==> config.mk <==
export PLATFORM = sky130hd
export DESIGN_NAME = mrv_fu_dispatch_queue
export DESIGN_NICKNAME = d
export VERILOG_FILES = /design/src/rtl/mrv1_pkg.sv /design/src/rtl/mrv_sync_fifo.sv /design/src/rtl/mrv_fu_dispatch_queue.sv
export SDC_FILE = /design/constraint.sdc
export NUM_CORES = 1
export LEC_CHECK = 0
export ABC_CLOCK_PERIOD_IN_PS = 7000
export CAP_MARGIN = 20
export CORE_ASPECT_RATIO = 0.75
export CORE_MARGIN = 2
export CORE_UTILIZATION = 30
export DETAILED_ROUTE_END_ITERATION = 8
export GPL_ROUTABILITY_DRIVEN = 1
export PLACE_DENSITY = 0.46
export SYNTH_ARGS = -nofsm -noshare
export SYNTH_HDL_FRONTEND = slang
export SYNTH_HIERARCHICAL = 1
export SYNTH_SLANG_ARGS = --single-unit
==> constraint.sdc <==
create_clock -name clk_i -period 7 [get_ports clk_i]
set_input_delay 1.4 -clock clk_i [delete_from_list [all_inputs] [get_ports clk_i]]
set_output_delay 1.4 -clock clk_i [all_outputs]
set_load 0.03 [all_outputs]
==> src/rtl/mrv1_pkg.sv <==
// Shared types for the FU dispatch path: FU enumeration, op width and queue entry layout.
package mrv1_pkg;

  typedef enum logic [2:0] {
    FU_INT = 3'd0,
    FU_MEM = 3'd1,
    FU_MUL = 3'd2,
    FU_SYS = 3'd3,
    FU_DIV = 3'd4
  } mrv_fu_type_e;

  localparam int unsigned MRV_NUM_FU    = 5;
  localparam int unsigned MRV_FU_TYPE_W = 3;
  localparam int unsigned MRV_DATA_W    = 32;
  localparam int unsigned MRV_TAG_W     = 4;

  localparam int unsigned MRV_INT_OP_W  = 7;
  localparam int unsigned MRV_MEM_OP_W  = 4;
  localparam int unsigned MRV_MUL_OP_W  = 2;
  localparam int unsigned MRV_SYS_OP_W  = 3;
  localparam int unsigned MRV_DIV_OP_W  = 2;

  function automatic int unsigned max_u(input int unsigned a, input int unsigned b);
    return (a > b) ? a : b;
  endfunction

  // Op field must hold the widest per-FU op encoding.
  localparam int unsigned MRV_OP_W =
    max_u(max_u(max_u(MRV_INT_OP_W, MRV_MEM_OP_W), max_u(MRV_MUL_OP_W, MRV_SYS_OP_W)), MRV_DIV_OP_W);

  typedef struct packed {
    logic [MRV_FU_TYPE_W-1:0] fu_type;
    logic [MRV_OP_W-1:0]      op;
    logic [MRV_DATA_W-1:0]    opa;
    logic [MRV_DATA_W-1:0]    opb;
    logic [MRV_TAG_W-1:0]     tag;
  } mrv_dispatch_entry_t;

endpackage

==> src/rtl/mrv_sync_fifo.sv <==
// Circular buffer of dispatch entries with occupancy count and synchronous flush.
module mrv_sync_fifo
  import mrv1_pkg::*;
#(
  parameter int unsigned DEPTH = 4
) (
  input  logic                      clk_i,
  input  logic                      rst_i,
  input  logic                      flush_i,
  input  logic                      push_i,
  input  mrv_dispatch_entry_t       wdata_i,
  input  logic                      pop_i,
  output mrv_dispatch_entry_t       rdata_o,
  output logic [$clog2(DEPTH):0]    count_o,
  output logic                      full_o,
  output logic                      empty_o
);

  localparam int unsigned PTR_W = $clog2(DEPTH);
  localparam int unsigned CNT_W = PTR_W + 1;

  mrv_dispatch_entry_t mem [DEPTH];
  logic [PTR_W-1:0]    wr_ptr;
  logic [PTR_W-1:0]    rd_ptr;
  logic                do_push;
  logic                do_pop;

  assign full_o  = (count_o == CNT_W'(DEPTH));
  assign empty_o = (count_o == '0);
  assign do_push = push_i && !full_o && !flush_i;
  assign do_pop  = pop_i && !empty_o && !flush_i;
  assign rdata_o = mem[rd_ptr];

  always_ff @(posedge clk_i) begin
    if (do_push) mem[wr_ptr] <= wdata_i;
  end

  // Pointers wrap naturally since DEPTH is a power of two.
  always_ff @(posedge clk_i or posedge rst_i) begin
    if (rst_i) begin
      wr_ptr  <= '0;
      rd_ptr  <= '0;
      count_o <= '0;
    end else if (flush_i) begin
      rd_ptr  <= wr_ptr;
      count_o <= '0;
    end else begin
      if (do_push) wr_ptr <= wr_ptr + PTR_W'(1);
      if (do_pop)  rd_ptr <= rd_ptr + PTR_W'(1);
      case ({do_push, do_pop})
        2'b10:   count_o <= count_o + CNT_W'(1);
        2'b01:   count_o <= count_o - CNT_W'(1);
        default: count_o <= count_o;
      endcase
    end
  end

endmodule

==> src/rtl/mrv_fu_dispatch_queue.sv <==
// In-order dispatch queue: buffers decoded ops and issues the head to its FU via valid/ready.
module mrv_fu_dispatch_queue
  import mrv1_pkg::*;
#(
  parameter int unsigned DEPTH     = 4,
  parameter int unsigned NUM_FU    = MRV_NUM_FU,
  parameter int unsigned FU_TYPE_W = MRV_FU_TYPE_W,
  parameter int unsigned OP_W      = MRV_OP_W,
  parameter int unsigned DATA_W    = MRV_DATA_W,
  parameter int unsigned TAG_W     = MRV_TAG_W
) (
  input  logic                   clk_i,
  input  logic                   rst_i,
  input  logic                   flush_i,
  input  logic                   enq_valid_i,
  output logic                   enq_ready_o,
  input  logic [FU_TYPE_W-1:0]   enq_fu_type_i,
  input  logic [OP_W-1:0]        enq_op_i,
  input  logic [DATA_W-1:0]      enq_opa_i,
  input  logic [DATA_W-1:0]      enq_opb_i,
  input  logic [TAG_W-1:0]       enq_tag_i,
  output logic [NUM_FU-1:0]      fu_valid_o,
  input  logic [NUM_FU-1:0]      fu_ready_i,
  output logic [OP_W-1:0]        fu_op_o,
  output logic [DATA_W-1:0]      fu_opa_o,
  output logic [DATA_W-1:0]      fu_opb_o,
  output logic [TAG_W-1:0]       fu_tag_o,
  output logic                   illegal_fu_o,
  output logic [TAG_W-1:0]       illegal_tag_o,
  output logic [$clog2(DEPTH):0] count_o
);

  mrv_dispatch_entry_t enq_entry;
  mrv_dispatch_entry_t head;
  logic                full;
  logic                empty;
  logic                head_live;
  logic                illegal_pop;
  logic                dispatch;
  logic                push;
  logic                pop;

  always_comb begin
    enq_entry.fu_type = enq_fu_type_i;
    enq_entry.op      = enq_op_i;
    enq_entry.opa     = enq_opa_i;
    enq_entry.opb     = enq_opb_i;
    enq_entry.tag     = enq_tag_i;
  end

  assign enq_ready_o = !full && !flush_i;
  assign push        = enq_valid_i && enq_ready_o;

  mrv_sync_fifo #(
    .DEPTH (DEPTH)
  ) u_fifo (
    .clk_i   (clk_i),
    .rst_i   (rst_i),
    .flush_i (flush_i),
    .push_i  (push),
    .wdata_i (enq_entry),
    .pop_i   (pop),
    .rdata_o (head),
    .count_o (count_o),
    .full_o  (full),
    .empty_o (empty)
  );

  // Decode head FU type; out-of-range types are trapped and popped instead of issued.
  assign head_live   = !empty && !flush_i;
  assign illegal_pop = head_live && (head.fu_type >= FU_TYPE_W'(NUM_FU));

  always_comb begin
    fu_valid_o = '0;
    for (int unsigned k = 0; k < NUM_FU; k++) begin
      fu_valid_o[k] = head_live && (head.fu_type == FU_TYPE_W'(k));
    end
  end

  assign dispatch = |(fu_valid_o & fu_ready_i);
  assign pop      = dispatch || illegal_pop;

  assign fu_op_o  = empty ? '0 : head.op;
  assign fu_opa_o = empty ? '0 : head.opa;
  assign fu_opb_o = empty ? '0 : head.opb;
  assign fu_tag_o = empty ? '0 : head.tag;

  always_ff @(posedge clk_i or posedge rst_i) begin
    if (rst_i) begin
      illegal_fu_o  <= 1'b0;
      illegal_tag_o <= '0;
    end else begin
      illegal_fu_o <= illegal_pop;
      if (illegal_pop) illegal_tag_o <= head.tag;
    end
  end

endmodule

==> out/metrics.yaml, run 1 <==
pwr:
  power_density_nw_per_um2: 318
  finalPower_uw: 5170
  irDropWorstVdd_mv: 0.175
  p_leak_uw: 0.00514
cells_and_area:
  drive_above_1_share_pct: 20.2
  nets: 864
  syn_to_final_growth_pct: 27.0
  diodes: 0
  layout_common_cells: "edfxtp_1, clkdlybuf4s50_1, mux4_2"
  final_common_cell: "edfxtp_1"
timing:
  setup_viol: 0
  max-slew-margin-rel_pct: 32.6
  fmax_ghz: 0.207
  final-hold-violation-count: 0
  fin_setup_tns_ns: 0
  fin_skew_ns: 0.0146
  drv_slew: 0
  finalCritPeriodShare_pct: 69.0
  tightest_slew_ns: 1.01
  rsz0062_at_grt: "no"
  fin_crit_ns: 4.83
floorplan:
  die_width_um: 243
  io_pins: 176
  start_util_pct: 30.4
  dieArea_sq_um: 44400
  coreArea_sq_um: 42100
  placementRows: 65
  die-height_um: 183
global_routing:
  grt_pass1_wl_um: 42100
  track_usage_pct: 12.5
  overflow: 0
  grt_pass1_vias: 6876
  antenna_found_initial: 1
  grt_max_degree: 60
run_status:
  status: "complete, no violations"
logic_synthesis:
  synth_flop_cell: "edfxtp_1"
  synth_nets: 674
  synthesis.area_sq_um: 12800
  yosys.cell_types.count: 46
  async_flop_share_pct: 3.70
  seq_area_frac_synth_pct: 75.4
  synth-edff-count: 312
  synth_seq_cells: 324
  post_synth.cell_area_avg_sq_um: 22.0
  yosysWarnings: 6
  synthCells: 582
routing:
  vias_per_cell: 4.58
  vias: 6260
  wl_met1_um: 12600
  dr.max_layer_used: "met5"
  drcViolationCount: 0
  firstDrtPassIters: 6
  wirelength_um: 27600
  met2_length_um: 13000
  wl_per_cell_um: 20.2
  drt_iter0_drc: 437
  final_antenna_net_count: 0
  wl_met3_um: 1500
clock_tree:
  cts_inserted_buffers: 36
  cts_buffer_depth: 3
  cts_hold_buf: 0
  worstSkewPairLatency_ns: 0.52
  clock_sinks: 324
  htreeDepth: 2
  path_clk_slew_ns: 0.06
  cts_tree: "done"
  cts_root_buf: "clkbuf_16"
  cts-resized-gates: 0
  post_cts_buffers: 0
critical_path:
  end_kind: "output pin"
  crit_arrival_ns: 3.43
  worstSetupPathType: "in2out"
  startpoint_type: "primary input"
  cp_max_fo: 14
  worstPathRequired_ns: 5.60
job:
  drv_cap: 0
min_path:
  min_path_type: "reg2reg"
place:
  port_buffers: 175
  gp_congestion: 0.698
  dp_hpwl_um: 16200
[per-layer routing]
| metal | GRT usage [%] | vias to the layer above |
|---|---|---|
| li1 | - | 2743 |
| met1 | 17.2 | 3296 |
| met2 | 20.3 | 171 |
| met3 | 2.91 | 48 |
| met4 | 3.12 | 2 |
| met5 | 0 | - |
[kinds of logic after synthesis]
kind of cell    synth area share [%]
compound gates                  1.01
xor+xnor                       0.273
fa+ha+maj                      0.547
buf+inv                         2.58
flops                           75.4
mux                             14.5
simple gates                    5.65
[sequential cells by signal, summed over array words and instances, names as in the netlist]
signal and flops:
u_fifo/mem 312, illegal_tag_o 4, u_fifo/wr_ptr 2, u_fifo/count_o 3
illegal_fu_o 1, u_fifo/rd_ptr 2
[report_power, final]
| group | leakage, uW | switching [uW] | total, uW | internal (uW) |
|---|---|---|---|---|
| registers | 0.00297 | 143 | 2400 | 2250 |
| logic | 0.00159 | 384 | 891 | 507 |
| clock network | 0.000577 | 738 | 1880 | 1140 |
[final timing paths]
check	startpoint	end	slack, ns	cells after the start
setup / recovery	flush_i	fu_valid_o[3]	2.17	4
hold / removal	illegal_tag_o[3]$_DFFE_PP0P_	illegal_tag_o[3]$_DFFE_PP0P_	0.51	1
setup reg to reg	u_fifo/rd_ptr[1]$_DFFE_PP0P_	u_fifo/count_o[1]$_DFFE_PP0P_	3.18	10
hold reg to reg	illegal_tag_o[3]$_DFFE_PP0P_	illegal_tag_o[3]$_DFFE_PP0P_	0.51	1
max in group asynchronous	rst_i	u_fifo/rd_ptr[0]$_DFFE_PP0P_	5.54	2
min in group asynchronous	rst_i	illegal_fu_o$_DFF_PP0_	1.16	2
[stage by stage]
step	instances	utilization, %	hold slack [ns]	setup WS [ns]	cell area [sq um]
6_report	1367	38.6	0.513	2.17	16300
5_1_grt	1367	38.6	0.531	2.03	16300
4_1_cts	1366	38.6	0.518	2.11	16300
3_5_place_dp	1302	35.8	0.500	2.04	15100
3_3_place_gp	1302	35.8	0.498	2.17	15100
2_1_floorplan	582	-	0.505	2.33	12800
[cells in the mapped netlist (2+ instances only)]
cell type | count | area share [%]
and2_1 | 7 | 0.34
and2b_1 | 15 | 0.88
buf_12 | 8 | 1.2
buf_2 | 9 | 0.35
buf_4 | 3 | 0.18
buf_6 | 4 | 0.35
clkbuf_1 | 8 | 0.23
dfrtp_1 | 12 | 2.3
edfxtp_1 | 312 | 73
ha_1 | 4 | 0.39
inv_1 | 6 | 0.18
mux2_4 | 5 | 0.59
mux4_2 | 78 | 14
nand2_1 | 4 | 0.12
nand2b_1 | 2 | 0.098
nand3_1 | 2 | 0.078
nor2_1 | 6 | 0.18
nor2b_1 | 60 | 2.9
nor3_1 | 3 | 0.12
nor3b_4 | 2 | 0.29
o21a_1 | 2 | 0.12
o21ai_0 | 3 | 0.12
o22ai_1 | 2 | 0.098
xnor2_1 | 2 | 0.14
xor2_1 | 2 | 0.14
[worst max-delay path, cell delays in order]
cell,delay [ns]
clkdlybuf4s50_1,0.70
nor3_1,0.44
and3_2,0.23
clkdlybuf4s50_1,0.66
[area by class of cell]
type	count	area, sq um
repair buffers	185	1840
fillers	3895	25900
flip-flops and latches	324	9680
clock buffers	45	977
clock inverters	19	213
well taps	569	712
inverters	6	22.5
multi-input cells	219	2830
Note: power is estimated with default switching activity, not from simulation.
==> run 2: changes to the inputs <==
ABC_CLOCK_PERIOD_IN_PS = 4850   (was 7000)
clock period = 4.85 ns   (was 7 ns; I/O delays follow)
==> run 2 against run 1 <==
Compared with the run above: register-to-register slack lost 2.0 ns; critical path type is now reg2out; worst setup slack lost 1.5 ns; total power grew 44%; clock power grew 39%; count of clock-buffer cells in the layout shrank 4; largest cell class unchanged; critical path depth grew 1; sequential share of layout area shrank 0.25 points; hold slack gained 0.0070 ns; first-iteration DRC count grew 11%; non-clock buffer count grew 8; via count grew 0.86%.
==> out/metrics.yaml, run 2 (same netlist as run 1, synthesis figures left out) <==
run_status:
  status: "complete, no violations"
cells_and_area:
  reg.largest.list: "u_fifo/mem x312, illegal_tag_o x4, u_fifo/count_o x3"
  layout_common_cells: "edfxtp_1, clkdlybuf4s50_1, mux4_2"
  drive_above_1_share_pct: 20.7
  largest_register: "u_fifo/mem"
  syn_to_final_growth_pct: 27.5
  postLayoutCellArea_sq_um: 16300
  diodes: 0
  nets: 872
  largest_reg_flops: 312
  final_common_cell: "edfxtp_1"
  nFillCells: 3853
clock_tree:
  clock_sinks: 324
  cts_hold_buf: 0
  path_clk_slew_ns: 0.06
  htreeDepth: 2
  cts-resized-gates: 0
  worstSkewPairLatency_ns: 0.52
  cts_buffer_depth: 3
  post_cts_buffers: 0
  cts_root_buf: "clkbuf_16"
  cts_inserted_buffers: 36
  cts_tree: "done"
place:
  gp_congestion: 0.736
  dp_hpwl_um: 18100
  port_buffers: 175
  postPlaceCellArea_sq_um: 15200
routing:
  final_antenna_net_count: 0
  firstDrtPassIters: 4
  wl_per_cell_um: 21.1
  drt_iter0_drc: 486
  vias_per_cell: 4.60
  vias: 6314
  drcViolationCount: 0
  wirelength_um: 28900
pwr:
  power_density_nw_per_um2: 454
  p_leak_uw: 0.00517
  irDropWorstVdd_mv: 0.176
global_routing:
  track_usage_pct: 13.0
  antenna_found_initial: 2
  grt_max_degree: 46
  overflow: 0
  grt_pass1_vias: 6882
  grt_pass1_wl_um: 43400
timing:
  rsz0062_at_grt: "no"
  fin_setup_tns_ns: 0
  final-hold-violation-count: 0
  tightest_slew_ns: 0.783
  fin_skew_ns: 0.0108
  finalCritPeriodShare_pct: 85.6
  drv_slew: 0
  setup_viol: 0
  holdWs_ns: 0.520
  fmax_ghz: 0.241
  max-slew-margin-rel_pct: 47.8
  fin_crit_ns: 4.15
floorplan:
  io_pins: 176
  start_util_pct: 30.4
  die_width_um: 243
  dieArea_sq_um: 44400
  die-height_um: 183
  placementRows: 65
  coreArea_sq_um: 42100
min_path:
  min_path_type: "reg2reg"
critical_path:
  crit_arrival_ns: 3.18
  worstSetupPathType: "reg2out"
  end_kind: "output pin"
  worstPathRequired_ns: 3.88
  cp_max_fo: 27
  startpoint_type: "register"
job:
  drv_cap: 0
-- run 2: final timing paths --
kind	slack, ns	from	end	cells past startpoint
min	0.52	illegal_tag_o[2]$_DFFE_PP0P_	illegal_tag_o[2]$_DFFE_PP0P_	1
max	0.70	u_fifo/rd_ptr[0]$_DFFE_PP0P_	fu_valid_o[2]	5
min in group asynchronous	0.74	rst_i	illegal_tag_o[1]$_DFFE_PP0P_	2
max reg2reg	1.21	u_fifo/rd_ptr[0]$_DFFE_PP0P_	u_fifo/count_o[1]$_DFFE_PP0P_	10
max in group asynchronous	3.79	rst_i	u_fifo/rd_ptr[1]$_DFFE_PP0P_	2
min reg2reg	0.52	illegal_tag_o[2]$_DFFE_PP0P_	illegal_tag_o[2]$_DFFE_PP0P_	1
-- run 2: power breakdown --
| group | switching [uW] | internal [uW] |
|---|---|---|
| logic | 610 | 760 |
| clock network | 1030 | 1600 |
| registers | 174 | 3250 |
| total | 1810 | 5610 |
-- run 2: metal layers --
layer	GRT usage (%)	up-vias	wire, um	share of wire, %
li1	-	2748	-	-
met1	17.8	3368	13400	46
met2	21.0	160	13600	47
met3	3.37	36	1490	5.1
met4	3.17	2	433	1.5
met5	0	-	13	0.045
-- run 2: cell type report --
cell class	count	area [sq um]	share of cell area, %
Tap cell	569	712	4.36
Clock buffer	41	941	5.76
Inverter	6	22.5	0.138
Clock inverter	20	195	1.19
Timing Repair Buffer	193	1960	12.0
Sequential cell	324	9680	59.2
Multi-Input combinational cell	219	2830	17.3
-- run 2: through the flow --
stage / power [uW] / setup slack, ns / util [%] / cells
after floorplan: 4490 / 0.606 / - / 582
after global placement: 4880 / 0.906 / 36.1 / 1311
after detailed placement: 4900 / 0.855 / 36.1 / 1311
after CTS: 7570 / 0.590 / 38.8 / 1372
after global routing: 7770 / 0.451 / 38.8 / 1372
final: 7420 / 0.699 / 38.8 / 1372
-- run 2: critical path, cell delays in order (launching register included) --
cell             delay, ns
dfrtp_4               0.81
mux4_2                0.65
nor3_1                0.32
nand2_1               0.11
nor2_1                0.11
clkdlybuf4s50_1       0.68
